**config.mk**
```make
export PLATFORM = sky130hd
export DESIGN_NAME = pc_fetch_sequencer_flat
export DESIGN_NICKNAME = d
export VERILOG_FILES = /design/src/rtl/pc_fetch_sequencer_if.sv /design/src/rtl/pc_fetch_sequencer.sv /design/src/flat_wrapper.sv
export SDC_FILE = /design/constraint.sdc
export NUM_CORES = 1
export LEC_CHECK = 0
export BUFFER_PORTS_ARGS = -buffer_cell sky130_fd_sc_hd__buf_4
export CAP_MARGIN = 5
export CORE_ASPECT_RATIO = 1.2
export CORE_UTILIZATION = 50
export DETAILED_ROUTE_END_ITERATION = 8
export GPL_TIMING_DRIVEN = 0
export HOLD_SLACK_MARGIN = 0.06
export PLACE_DENSITY = 0.82
export SYNTH_ARGS = -nofsm -noshare
export SYNTH_HDL_FRONTEND = slang
export SYNTH_SLANG_ARGS = --single-unit
```
**constraint.sdc**
```tcl
create_clock -name CLK -period 3.16 [get_ports CLK]
set_clock_uncertainty 0.15 [all_clocks]
set_input_delay 0.632 -clock CLK [delete_from_list [all_inputs] [get_ports CLK]]
set_output_delay 0.632 -clock CLK [all_outputs]
set_load 0.03 [all_outputs]
```
**src/rtl/pc_fetch_sequencer_if.sv**
```systemverilog
// ----------------------------------------------------------------------------
// pc_fetch_sequencer_if
//   Bundles the two handshakes owned by the fetch sequencer:
//     - instruction-memory fetch (ImemReq/ImemAddr out, ImemAck/ImemData in)
//     - decode hand-off (Instr/InstrPC/InstrValid out, InstrReady in)
//   master : the fetch sequencer side
//   slave  : the memory + decode side (testbench or surrounding datapath)
// Parameters
//   ADDR_W   PC / address width
//   INSTR_W  instruction word width
// ----------------------------------------------------------------------------
interface pc_fetch_sequencer_if #(
    parameter int ADDR_W  = 64,
    parameter int INSTR_W = 32
);
    // Instruction-memory fetch channel
    logic               ImemReq;
    logic [ADDR_W-1:0]  ImemAddr;
    logic               ImemAck;
    logic [INSTR_W-1:0] ImemData;

    // Decode hand-off channel
    logic [INSTR_W-1:0] Instr;
    logic [ADDR_W-1:0]  InstrPC;
    logic               InstrValid;
    logic               InstrReady;

    modport master (
        output ImemReq, ImemAddr, Instr, InstrPC, InstrValid,
        input  ImemAck, ImemData, InstrReady
    );

    modport slave (
        input  ImemReq, ImemAddr, Instr, InstrPC, InstrValid,
        output ImemAck, ImemData, InstrReady
    );
endinterface

```
**src/rtl/pc_fetch_sequencer.sv**
```systemverilog
// ----------------------------------------------------------------------------
// pc_fetch_sequencer
//   Owns the program counter of the LEGv8 datapath and sequences instruction
//   fetch: one request/ack transaction to instruction memory, then the fetched
//   word is held valid until decode accepts it. Branch redirects resolved
//   downstream replace the sequential PC:
//     target = BrPC + (SignExtImm64 << 2)
//     taken  = Uncondbranch | (Branch & ALUZero)
//   A redirect that arrives while a fetch is outstanding cannot cancel the
//   memory request, so the returning word is discarded (squash) and fetch
//   resumes at the target.
//
// Ports
//   CLK           clock, all state updates on posedge
//   Reset         synchronous, active-high reset
//   fetchBus      master side of pc_fetch_sequencer_if (memory + decode)
//   BrValid       branch resolution valid this cycle
//   BrPC          PC of the resolving branch
//   SignExtImm64  sign-extended word offset
//   Branch        conditional branch
//   ALUZero       condition result
//   Uncondbranch  unconditional branch
//   TakenCnt      taken redirects, saturating      (BRANCH_COUNT_EN only)
//   SquashCnt     discarded fetches, saturating    (BRANCH_COUNT_EN only)
//
// Configuration
//   `define BRANCH_COUNT_EN adds the CNT_W parameter and the TakenCnt /
//   SquashCnt performance counters; without it they do not exist.
// ----------------------------------------------------------------------------
module pc_fetch_sequencer #(
    parameter int                ADDR_W   = 64,
    parameter int                INSTR_W  = 32,
    parameter logic [ADDR_W-1:0] RESET_PC = '0
`ifdef BRANCH_COUNT_EN
    ,parameter int               CNT_W    = 16
`endif
) (
    input  logic                 CLK,
    input  logic                 Reset,
    pc_fetch_sequencer_if.master fetchBus,
    input  logic                 BrValid,
    input  logic [ADDR_W-1:0]    BrPC,
    input  logic [ADDR_W-1:0]    SignExtImm64,
    input  logic                 Branch,
    input  logic                 ALUZero,
    input  logic                 Uncondbranch
`ifdef BRANCH_COUNT_EN
    ,output logic [CNT_W-1:0]    TakenCnt,
    output logic [CNT_W-1:0]     SquashCnt
`endif
);

    localparam logic [1:0] IDLE = 2'd0;
    localparam logic [1:0] REQ  = 2'd1;
    localparam logic [1:0] HOLD = 2'd2;

    logic [1:0]         state,      stateNext;
    logic [ADDR_W-1:0]  pc,         pcNext;
    logic [ADDR_W-1:0]  addrReg,    addrNext;
    logic               squash,     squashNext;
    logic               instrValid, validNext;
    logic [INSTR_W-1:0] instrReg,   instrNext;
    logic [ADDR_W-1:0]  instrPcReg, instrPcNext;

    logic               taken;
    logic               redirect;
    logic [ADDR_W-1:0]  target;

    // Branch resolution; the addition wraps modulo 2^ADDR_W by construction.
    assign taken    = Uncondbranch | (Branch & ALUZero);
    assign redirect = BrValid & taken;
    assign target   = BrPC + (SignExtImm64 << 2);

    // ImemAddr has its own register: after a squash the PC already points at
    // the target while the outstanding request must keep the old address.
    assign fetchBus.ImemReq    = (state == REQ);
    assign fetchBus.ImemAddr   = addrReg;
    assign fetchBus.Instr      = instrReg;
    assign fetchBus.InstrPC    = instrPcReg;
    assign fetchBus.InstrValid = instrValid;

    always_comb begin
        // NOTE: every output of this block gets a default first, so no path
        // leaves a signal unassigned and no latch is inferred.
        stateNext   = state;
        pcNext      = pc;
        addrNext    = addrReg;
        squashNext  = squash;
        validNext   = instrValid;
        instrNext   = instrReg;
        instrPcNext = instrPcReg;

        case (state)
            IDLE: begin
                stateNext = REQ;
                pcNext    = redirect ? target : pc;
                addrNext  = redirect ? target : pc;
            end

            REQ: begin
                if (fetchBus.ImemAck) begin
                    if (redirect) begin
                        // Data from the old path is dropped; restart at target.
                        pcNext     = target;
                        addrNext   = target;
                        squashNext = 1'b0;
                    end else if (squash) begin
                        // Ack of the abandoned request; PC already holds target.
                        squashNext = 1'b0;
                        addrNext   = pc;
                    end else begin
                        instrNext   = fetchBus.ImemData;
                        instrPcNext = pc;
                        validNext   = 1'b1;
                        pcNext      = pc + ADDR_W'(4);
                        stateNext   = HOLD;
                    end
                end else if (redirect) begin
                    // Request cannot be withdrawn: keep ImemAddr, mark squash.
                    pcNext     = target;
                    squashNext = 1'b1;
                end
            end

            HOLD: begin
                // A handshake in the redirect cycle completes first, so both
                // branches end with the word retired and a fresh request.
                if (redirect) begin
                    validNext = 1'b0;
                    pcNext    = target;
                    addrNext  = target;
                    stateNext = REQ;
                end else if (fetchBus.InstrReady) begin
                    validNext = 1'b0;
                    addrNext  = pc;
                    stateNext = REQ;
                end
            end

            default: stateNext = IDLE;
        endcase
    end

    // NOTE: the reset is synchronous, so only CLK is in the sensitivity list
    // and Reset is tested as the first branch; state uses non-blocking
    // assignments so every register samples pre-edge values.
    always_ff @(posedge CLK) begin
        if (Reset) begin
            state      <= IDLE;
            pc         <= RESET_PC;
            addrReg    <= RESET_PC;
            squash     <= 1'b0;
            instrValid <= 1'b0;
            instrReg   <= '0;
            instrPcReg <= '0;
        end else begin
            state      <= stateNext;
            pc         <= pcNext;
            addrReg    <= addrNext;
            squash     <= squashNext;
            instrValid <= validNext;
            instrReg   <= instrNext;
            instrPcReg <= instrPcNext;
        end
    end

`ifdef BRANCH_COUNT_EN
    logic [CNT_W-1:0] takenCnt;
    logic [CNT_W-1:0] squashCnt;
    logic             squashEvent;

    // A fetch is wasted when an ack is discarded, or when a held word is
    // dropped by a redirect without having been accepted by decode.
    assign squashEvent = ((state == REQ)  && fetchBus.ImemAck && (squash || redirect)) ||
                         ((state == HOLD) && redirect && !fetchBus.InstrReady);

    always_ff @(posedge CLK) begin
        if (Reset) begin
            takenCnt  <= '0;
            squashCnt <= '0;
        end else begin
            if (redirect && (takenCnt != '1)) begin
                takenCnt <= takenCnt + CNT_W'(1);
            end
            if (squashEvent && (squashCnt != '1)) begin
                squashCnt <= squashCnt + CNT_W'(1);
            end
        end
    end

    assign TakenCnt  = takenCnt;
    assign SquashCnt = squashCnt;
`else
    // Counters are not built in this configuration.
`endif

endmodule

```
**src/flat_wrapper.sv**
```systemverilog
// flat-port wrapper written by rule: the top's interface ports become plain ports
module pc_fetch_sequencer_flat 
#(
    parameter int                ADDR_W   = 64,
    parameter int                INSTR_W  = 32,
    parameter logic [ADDR_W-1:0] RESET_PC = '0

)
  (CLK, Reset, BrValid, BrPC, SignExtImm64, Branch, ALUZero, Uncondbranch, fetchBus_ImemReq, fetchBus_ImemAddr, fetchBus_Instr, fetchBus_InstrPC, fetchBus_InstrValid, fetchBus_ImemAck, fetchBus_ImemData, fetchBus_InstrReady);
  pc_fetch_sequencer_if #(.ADDR_W(ADDR_W), .INSTR_W(INSTR_W)) fetchBus_i ();
  input  logic CLK;
  input  logic Reset;
  input  logic BrValid;
  input  logic [ADDR_W-1:0] BrPC;
  input  logic [ADDR_W-1:0] SignExtImm64;
  input  logic Branch;
  input  logic ALUZero;
  input  logic Uncondbranch;
  output wire logic [$bits(fetchBus_i.ImemReq)-1:0] fetchBus_ImemReq;
  output wire logic [$bits(fetchBus_i.ImemAddr)-1:0] fetchBus_ImemAddr;
  output wire logic [$bits(fetchBus_i.Instr)-1:0] fetchBus_Instr;
  output wire logic [$bits(fetchBus_i.InstrPC)-1:0] fetchBus_InstrPC;
  output wire logic [$bits(fetchBus_i.InstrValid)-1:0] fetchBus_InstrValid;
  input wire logic [$bits(fetchBus_i.ImemAck)-1:0] fetchBus_ImemAck;
  input wire logic [$bits(fetchBus_i.ImemData)-1:0] fetchBus_ImemData;
  input wire logic [$bits(fetchBus_i.InstrReady)-1:0] fetchBus_InstrReady;
  assign fetchBus_ImemReq = fetchBus_i.ImemReq;
  assign fetchBus_ImemAddr = fetchBus_i.ImemAddr;
  assign fetchBus_Instr = fetchBus_i.Instr;
  assign fetchBus_InstrPC = fetchBus_i.InstrPC;
  assign fetchBus_InstrValid = fetchBus_i.InstrValid;
  assign fetchBus_i.ImemAck = fetchBus_ImemAck;
  assign fetchBus_i.ImemData = fetchBus_ImemData;
  assign fetchBus_i.InstrReady = fetchBus_InstrReady;
  pc_fetch_sequencer #(.ADDR_W(ADDR_W), .INSTR_W(INSTR_W), .RESET_PC(RESET_PC)) u_core (.CLK(CLK), .Reset(Reset), .fetchBus(fetchBus_i), .BrValid(BrValid), .BrPC(BrPC), .SignExtImm64(SignExtImm64), .Branch(Branch), .ALUZero(ALUZero), .Uncondbranch(Uncondbranch));
endmodule
```
==> results_dict.tcl <==
set metrics [dict create \
    io_pins 330 \
    tightestPinTransition_ns 1.164 \
    wl_per_cell_microns 23.10 \
    drtPass1Iterations 8 \
    slew_violations 0 \
    fp.coreArea_sq_um 27250 \
    seq_area_frac_synth_pct 32.71 \
    cts_sinks 228 \
    num_vias 16830 \
    grt_max_degree 16 \
    cts_tree "built" \
    vias_per_cell 6.309 \
    drv_cap 0 \
    gp_congestion 0.9863 \
    synth_nets 2172 \
    io_buffers 327 \
    wirelength_microns 61640 \
    placed_cell_area_sq_um 16950 \
    ys_ff_latch 228 \
    initial_core_util_pct 51.21 \
    drc 0 \
    synthTopCellsByCount "nand2_1, a21oi_1, dfxtp_1" \
    nets 2542 \
    critPathMaxFanout 5 \
    cts.htree.levels 1 \
    p_switching_mw 3.239 \
    fin_crit_sh_pct 102.8 \
    cp-end-kind "flip-flop" \
    drtIter0Drc 1886 \
    regArea_sq_um 4566 \
    setup_tns_ns -0.3673 \
    synth_ff_type "dfxtp_1" \
    drive_gt1_share_pct 23.16 \
    multi_input_area_sq_um 9445 \
    synthDistinctLibCells 82 \
    ant_nets 0 \
    hold_class "input port to flip-flop" \
    yosysTopAreaCell "dfxtp_1" \
    crit_required_ns 3.38 \
    fin_ws_ns -0.08961 \
    worst_hold_slack_ns 0.1882 \
    dieWidth_microns 154.5 \
    worstPathArrival_ns 3.47 \
    grt_overflow 0 \
    synthArstFlopShare_pct 0 \
    dpl.hpwl_microns 46000 \
    period_needed_ns 3.250 \
    hold_violations 0 \
    dp_worst_setup_slack_ns -0.9072 \
    setup_violations 7 \
    clockBufferDepth 3 \
    cts.clk_slew.worst_paths_ns 0.07 \
    yosysWarnings 0 \
    worst_setup_path_start_kind "input port" \
    crit_top_cell "a211oi_4" \
    synth_area_sq_um 13960 \
    crit_buf_inv 3 \
    dieArea_sq_um 28590 \
    cts-root-buf "clkbuf_16" \
    syn_avg_cell_area_sq_um 7.190 \
    crit_slowest_cell "fa_2" \
    power_leakage_nw 7.412 \
    rows 66 \
    worstSkewPairLatency_ns 0.53 \
    die_y_microns 185.0 \
    swShare_pct 36.06 \
    grt_usage_pct 41.28 \
    cts_buffers 22 \
    slowest_delay_ns 0.35 \
    yosys-top-cells-area "dfxtp_1, nand2_1, a21oi_1" \
    synth_top_cell_area_share_pct 32.71 \
    rsz0062_at_grt "true" \
    clkPwrFrac_pct 31.1 \
    antenna_found_initial 0 \
    critical-path-top-delay-family "compound AO/OA/AOI/OAI gates" \
    path_class "input port to flip-flop" \
    yosysMostFrequentCell "nand2_1" \
    synth-edff-count 0 \
    synthCells 1941 \
    internal_power_mw 5.745 \
    fin_area_sq_um 18580 \
    cp_cell_sequence "buf_6 > ha_4 > fa_2 > a21o_1 > a41oi_4 > a211oi_4 > o2111ai_2 > a211oi_4 > o32ai_4 > buf_12 > buf_4 > xor2_2 > nor2_1 > a211oi_1 > nor3_1" \
    reg2reg_slack_ns 0.04 \
    seq_power_share_pct 37.3 \
    grt_pass1_wl_microns 90390 \
    max_freq_mhz 307.7 \
    violations "negative setup slack" \
    p_total_mw 8.984 \
    max_slew_margin_pct 22.39 \
    grt_pass1_vias 15550 \
    fill_cells 2308 \
    share_comb_of_total_power_pct 31.5 \
    area_delta_synth_final_pct 33.16 \
    power_density_nw_per_um2 483.4 \
    vdd_drop_max_uv 333.9 \
    status "complete, but fails checks" \
]
-- routing by layer --
layer  track usage (%)  part of all wire (%)  wire length, microns  vias up
met1             51.19                    38                 23330     7795
met3             7.721                    11                  6798      211
met4             19.01                   5.0                  3079        0
met5                 0                     0                     0        -
met2             69.36                    46                 28430     1135
li1                  -                     -                     -     7692
-- cell families after synthesis --
group	synth area share (%)
fa+ha+maj	5.702
buf+inv	4.787
xor+xnor	2.887
flops	32.71
compound gates	28.13
mux	0.3317
simple gates	25.45
-- worst paths after layout --
kind | start | to | cells past startpoint
max | BrPC[2] | u_core.fetchBus.ImemAddr[44]$_SDFFE_PP0P_ | 15
min | fetchBus_ImemAck | u_core.squash$_SDFFE_PP0P_ | 2
max reg2reg | u_core.pc[4]$_SDFFE_PP0P_ | u_core.pc[61]$_SDFFE_PP0P_ | 9
min reg2reg | u_core.fetchBus.Instr[14]$_SDFFE_PP0P_ | u_core.fetchBus.Instr[14]$_SDFFE_PP0P_ | 2
-- flip-flops by register name, indices dropped and copies added, names as in the netlist --
| signal | count |
|---|---|
| u_core.fetchBus.ImemAddr | 64 |
| u_core.fetchBus.InstrPC | 64 |
| u_core.pc | 64 |
| u_core.fetchBus.Instr | 32 |
| u_core.state | 2 |
| u_core.fetchBus.InstrValid | 1 |
| u_core.squash | 1 |
-- repair_timing --
| item | in CTS | in global routing |
|---|---|---|
| pin swaps | 20 | 42 |
| setup buffers | 11 | 15 |
| gates resized for setup | 53 | 94 |
| hold buffers | 0 | 0 |
| setup endpoints to repair | 153 | 71 |
-- power groups by stage --
stage / Clock (mW) / Combinational (mW) / Sequential [mW]
2_1_floorplan: 0 / 1.34 / 3.56
3_3_place_gp: 0 / 2.52 / 3.39
3_5_place_dp: 0 / 2.55 / 3.39
4_1_cts: 2.79 / 2.62 / 3.32
5_1_grt: 2.91 / 2.99 / 3.36
6_report: 2.80 / 2.83 / 3.35
-- per-stage QoR --
step / util (%) / instances
after floorplan: - / 1941
after global placement: 62.15 / 2608
after detailed placement: 62.21 / 2609
after global routing: 68.19 / 2667
final: 68.20 / 2668
after CTS: 66.11 / 2656
-- layout by cell type, fill, tap and decap left out, types with 12 or more instances in the layout --
cell type and count:
nand3_1 43, inv_1 21, xnor2_1 24, nor4_1 18, nor2_1 170, a211oi_1 47, nand2_1 384, and3_1 19
a21oi_1 270, o21ai_0 101, ha_1 51, a311oi_1 22, o21bai_1 14, clkbuf_1 97, buf_4 347, nor3_1 35
clkbuf_16 23, a31oi_1 12, a21o_1 36, dfxtp_1 227, clkbuf_2 13, nand4_1 40, xor2_1 14
-- worst reg2reg max path: cells and delay by family, from the launching register on --
family          cells  cell delay, ns
flops               1            0.48
simple gates        5            1.80
compound gates      4            0.54
-- cell type report --
cell class,count,share of cell area (%)
multi-input cells,1549,50.82
clock inverters,12,0.6531
clock buffers,28,3.467
well taps,340,2.289
flip-flops and latches,228,24.57
plain buffers,136,3.232
diodes,1,0.01347
repair buffers,353,14.53
inverters,21,0.4242
(Power assumes the default switching activity.)
